--- src/rtl/alu_share_arb.sv ---
// alu_share_arb
// Shares one external combinational ALU between two requesters with a
// round-robin grant. Each accepted request is run through the ALU from
// registered operands for one cycle. The result and zero flag are then held on
// the owner's response channel until that channel is acknowledged.
//
// Ports:
//   clk, rst                      clock, asynchronous active-high reset
//   reqN_valid/ready              request handshake (ready is combinational)
//   reqN_a, reqN_b, reqN_op       operands and opcode (opcode passed unmodified)
//   rspN_valid/ready              response handshake, held until consumed
//   rspN_result, rspN_z           captured ALU result and zero flag
//   alu_srca, alu_srcb, alu_ctrl  registered drive to the external ALU
//   alu_result, alu_z             external ALU outputs
//   busy                          high whenever the FSM is not IDLE
module alu_share_arb #(
  parameter int DWIDTH = 32,
  parameter int CWIDTH = 4
) (
  input  logic              clk,
  input  logic              rst,
  input  logic              req0_valid,
  output logic              req0_ready,
  input  logic [DWIDTH-1:0] req0_a,
  input  logic [DWIDTH-1:0] req0_b,
  input  logic [CWIDTH-1:0] req0_op,
  input  logic              req1_valid,
  output logic              req1_ready,
  input  logic [DWIDTH-1:0] req1_a,
  input  logic [DWIDTH-1:0] req1_b,
  input  logic [CWIDTH-1:0] req1_op,
  output logic              rsp0_valid,
  input  logic              rsp0_ready,
  output logic [DWIDTH-1:0] rsp0_result,
  output logic              rsp0_z,
  output logic              rsp1_valid,
  input  logic              rsp1_ready,
  output logic [DWIDTH-1:0] rsp1_result,
  output logic              rsp1_z,
  output logic [DWIDTH-1:0] alu_srca,
  output logic [DWIDTH-1:0] alu_srcb,
  output logic [CWIDTH-1:0] alu_ctrl,
  input  logic [DWIDTH-1:0] alu_result,
  input  logic              alu_z,
  output logic              busy
);

  typedef enum logic [1:0] {
    IDLE = 2'd0,
    EXEC = 2'd1,
    RESP = 2'd2
  } state_t;

  state_t state_r;
  logic   owner_r;
  logic   last_grant_r;

  logic   grant_s;
  logic   accept_s;
  logic   rsp_ack_s;

  // Round-robin winner: on a tie the requester that did not win last time is
  // chosen; a lone valid requester always wins.
  always_comb begin
    grant_s = 1'b0;
    if (req0_valid && req1_valid) begin
      grant_s = ~last_grant_r;
    end else begin
      grant_s = req1_valid;
    end
  end

  // Request ready strobes and accept detection, only meaningful in IDLE.
  always_comb begin
    req0_ready = 1'b0;
    req1_ready = 1'b0;
    accept_s   = 1'b0;
    if ((state_r == IDLE) && !rst) begin
      req0_ready = ~grant_s;
      req1_ready = grant_s;
      accept_s   = grant_s ? req1_valid : req0_valid;
    end else begin
      req0_ready = 1'b0;
      req1_ready = 1'b0;
      accept_s   = 1'b0;
    end
  end

  // Response acknowledge: only the owner's ready counts, and only once valid.
  always_comb begin
    rsp_ack_s = 1'b0;
    if (owner_r) begin
      rsp_ack_s = rsp1_valid & rsp1_ready;
    end else begin
      rsp_ack_s = rsp0_valid & rsp0_ready;
    end
  end

  // Sequencer FSM: accept -> one ALU cycle -> hold response until consumed.
  always_ff @(posedge clk or posedge rst) begin
    if (rst) begin
      state_r      <= IDLE;
      owner_r      <= 1'b0;
      last_grant_r <= 1'b1;
      alu_srca     <= {DWIDTH{1'b0}};
      alu_srcb     <= {DWIDTH{1'b0}};
      alu_ctrl     <= {CWIDTH{1'b0}};
      rsp0_valid   <= 1'b0;
      rsp0_result  <= {DWIDTH{1'b0}};
      rsp0_z       <= 1'b0;
      rsp1_valid   <= 1'b0;
      rsp1_result  <= {DWIDTH{1'b0}};
      rsp1_z       <= 1'b0;
      busy         <= 1'b0;
    end else begin
      case (state_r)
        IDLE: begin
          if (accept_s) begin
            // Operand regs only change here, so the ALU inputs stay put
            // through RESP and the following IDLE.
            alu_srca     <= grant_s ? req1_a  : req0_a;
            alu_srcb     <= grant_s ? req1_b  : req0_b;
            alu_ctrl     <= grant_s ? req1_op : req0_op;
            owner_r      <= grant_s;
            last_grant_r <= grant_s;
            state_r      <= EXEC;
            busy         <= 1'b1;
          end else begin
            state_r <= IDLE;
          end
        end
        EXEC: begin
          if (owner_r) begin
            rsp1_result <= alu_result;
            rsp1_z      <= alu_z;
            rsp1_valid  <= 1'b1;
          end else begin
            rsp0_result <= alu_result;
            rsp0_z      <= alu_z;
            rsp0_valid  <= 1'b1;
          end
          state_r <= RESP;
        end
        RESP: begin
          if (rsp_ack_s) begin
            rsp0_valid <= 1'b0;
            rsp1_valid <= 1'b0;
            state_r    <= IDLE;
            busy       <= 1'b0;
          end else begin
            state_r <= RESP;
          end
        end
        default: begin
          state_r <= IDLE;
          busy    <= 1'b0;
        end
      endcase
    end
  end

endmodule

--- config.mk ---
export PLATFORM = sky130hd
export DESIGN_NAME = alu_share_arb
export DESIGN_NICKNAME = d
export VERILOG_FILES = /design/src/rtl/alu_share_arb.sv
export SDC_FILE = /design/constraint.sdc
export NUM_CORES = 1
export LEC_CHECK = 0
export ABC_AREA = 1
export BUFFER_PORTS_ARGS = -buffer_cell sky130_fd_sc_hd__buf_2
export CAP_MARGIN = 40
export CORE_ASPECT_RATIO = 1.25
export CORE_MARGIN = 4
export CORE_UTILIZATION = 35
export CTS_BUF_LIST = sky130_fd_sc_hd__clkbuf_16
export DETAILED_ROUTE_END_ITERATION = 8
export PLACE_DENSITY = 0.74
export SLEW_MARGIN = 25
export SYNTH_ARGS = -nofsm -noshare
export SYNTH_HDL_FRONTEND = slang
export SYNTH_SLANG_ARGS = --single-unit
--- constraint.sdc ---
create_clock -name clk -period 15.42 [get_ports clk]
set_clock_uncertainty 0.05 [all_clocks]
set_input_delay 3.084 -clock clk [delete_from_list [all_inputs] [get_ports clk]]
set_output_delay 3.084 -clock clk [all_outputs]
set_load 0.01 [all_outputs]
==> metrics.txt <==
Tmin final=7.87 ns; # fillers=1551; GR Util met2=30.8%; status=finished, final reports clean; worst hold path type=reg -> reg; Hold Violations, Final=0; die width=124 µm; Max-Cap Viols=0; global-route wire length before repair=27.3 mm; CP startpoint kind=primary input; most common cell after layout, fill and taps aside=buf_2; FF+latch area=3530 µm²; clk_lat worst skew=0.41 ns; Yosys top cell area share=60.0%; core area=16300 µm²; DR pass1 iterations=5; gr ovfl total=0; number of synthesized register bits=141; slew margin rel.=48.0%; Avg Inst Size Synth=8.82 µm²; vias in the first global route=5479; Starting Density=35.9%; Synth Net Count=840; DR DRC count=0; Tot Pwr=1.64 mW; CTS tree=yes; layout cell share with drive strength beyond 1=36.9%; leakage=4.38 nW; Iteration-0 DRC Markers=249; Crit. End Element=output pin; EDFF count, synth=0; wire length per cell=14.8 µm; Max clock buf depth=2; Die Y=152 µm; Power Density=201 nW/µm²; design area=8160 µm²; Synth Flop Type=dfrtp_1; WL final=17.6 mm; part of the cycle the worst path needs=51.1%; # Post-CTS Setup Buffers=0; Synth area leaders=dfrtp_1, o21ai_0, nand2_1; CP arrival=4.74 ns; Syn. warnings=0; Sum Neg Setup Slack=0 ns; H-tree Lvls=4; antenna-violating nets left=0; max-slew violation count=0; largest net degree at the start of global routing=73; Area after DPL=7600 µm²; highest clock rate=127 MHz; sw frac=37.9%; PortBufs=313; Via Count=5624; Crit path required time=12.29 ns; antenna violations before repair=3; logic gate share of total power=36.4%; met1 Resource Use GR=20.8%; worst hold endpoint=last_grant_r; cell taking the most area after synthesis=dfrtp_1; slack of the worst reg-to-reg path=12.96 ns; area delta synth->final=39.8%; unrepaired setup endpoints after global routing=no; routability congestion estimate=0.811; Worst Path Class, Setup=in -> out; Via density=4.73; GR peak layer=met2; most frequent cells in the layout=buf_2, nand2_1, o21ai_0; WHS Path Cells=2; Worst R2R Start=state_r[1]; clk slew on worst S/H paths=0.06 ns; Yosys cell types=22; Post-Synthesis Cells=662; CTS root buf=clkbuf_16; Core Util, Final=50.2%; post-synthesis sequential area ratio=60.4%; gr usage total=18.3%; worst hold start=last_grant_r; Num CTS Buffers=17; hold buffers post-CTS=0; clk sinks=141; met3 Track Usage GR=7.13%; register share of total power=40.0%; post-CTS sizing=0; final-stage net count=1137; Worst Max-Slew Pin Slew=0.780 ns; ys async rst share=100%; proportion of power drawn by the clock network=23.6%; internal power=1.02 mW; # rows=52; Final setup viols=0; Mapped Area=5840 µm²; antenna cell count=0; Worst VDD drop=0.0000982 V; num ports=314; Die ar.=18800 µm²; area of the multi-input gates=1960 µm²; RR Endpoint=alu_srcb[17]; Worst Path Max Fanout=70; worst reg2reg path depth=8; NetSw=0.620 mW; Post-DP HPWL=12.8 mm
registers in the layout (all words and copies together) (netlist names), 2 cells and up:
signal       flops
rsp0_result     32
state_r          2
alu_srcb        32
alu_ctrl         4
alu_srca        32
rsp1_result     32
metal layers:
layer	wire [µm]	vias to the layer above
met4	392	6
met2	8650	274
li1	-	2737
met3	1920	39
met1	6610	2568
met5	47	-
cells by family (layout without fill, tap and decap cells):
logic type	count (synthesis)	count (layout)	share of synthesized area [%]
buf+inv	84	394	6.11
fa+ha+maj	3	3	0.643
compound gates	207	207	17.8
simple gates	227	227	15.0
flops	141	141	60.4
layout make-up:
| class | count | area share, % |
|---|---|---|
| Sequential cell | 141 | 43.2 |
| Multi-Input combinational cell | 437 | 24.0 |
| Timing Repair Buffer | 320 | 20.5 |
| Clock buffer | 17 | 5.21 |
| Tap cell | 216 | 3.31 |
| Inverter | 42 | 2.02 |
| Clock inverter | 15 | 1.69 |
per-stage QoR:
step                      std cells  hold slack, ns  setup slack (ns)
after detailed placement       1156           0.411              7.53
final                          1188           0.426              7.55
after floorplan                 662           0.392              5.35
after CTS                      1188           0.427              7.52
after global routing           1188           0.448              7.34
after global placement         1152           0.409              7.38
worst max path at each step:
stage	slack [ns]	start	end
6_report	7.55	req0_valid	req0_ready
5_1_grt	7.34	req0_valid	req0_ready
4_1_cts	7.52	req0_valid	req0_ready
3_5_place_dp	7.53	req0_valid	req0_ready
3_3_place_gp	7.38	req0_valid	req0_ready
2_1_floorplan	5.35	rst	req1_ready
critical path, stage by stage:
cell and delay [ns]:
buf_2 0.08, nand2_1 0.05, nand2_2 0.05, buf_4 0.57, inv_2 0.34, buf_12 0.27
nor2_1 0.09, buf_2 0.13
synthesized netlist by cell type (all sizes together), types with 3 or more instances:
master and instances:
buf 24, clkbuf 18, dfrtp 140, ha 3, inv 42, nand2 148, nand3 5, nor2 72
o21ai 205
power groups by stage:
stage	registers, mW	clock network [mW]	logic, mW
2_1_floorplan	0.732	0	0.238
5_1_grt	0.677	0.416	0.674
4_1_cts	0.655	0.398	0.608
6_report	0.655	0.387	0.597
3_3_place_gp	0.652	0	0.586
3_5_place_dp	0.654	0	0.611
Power figures use the tool's default switching activity.
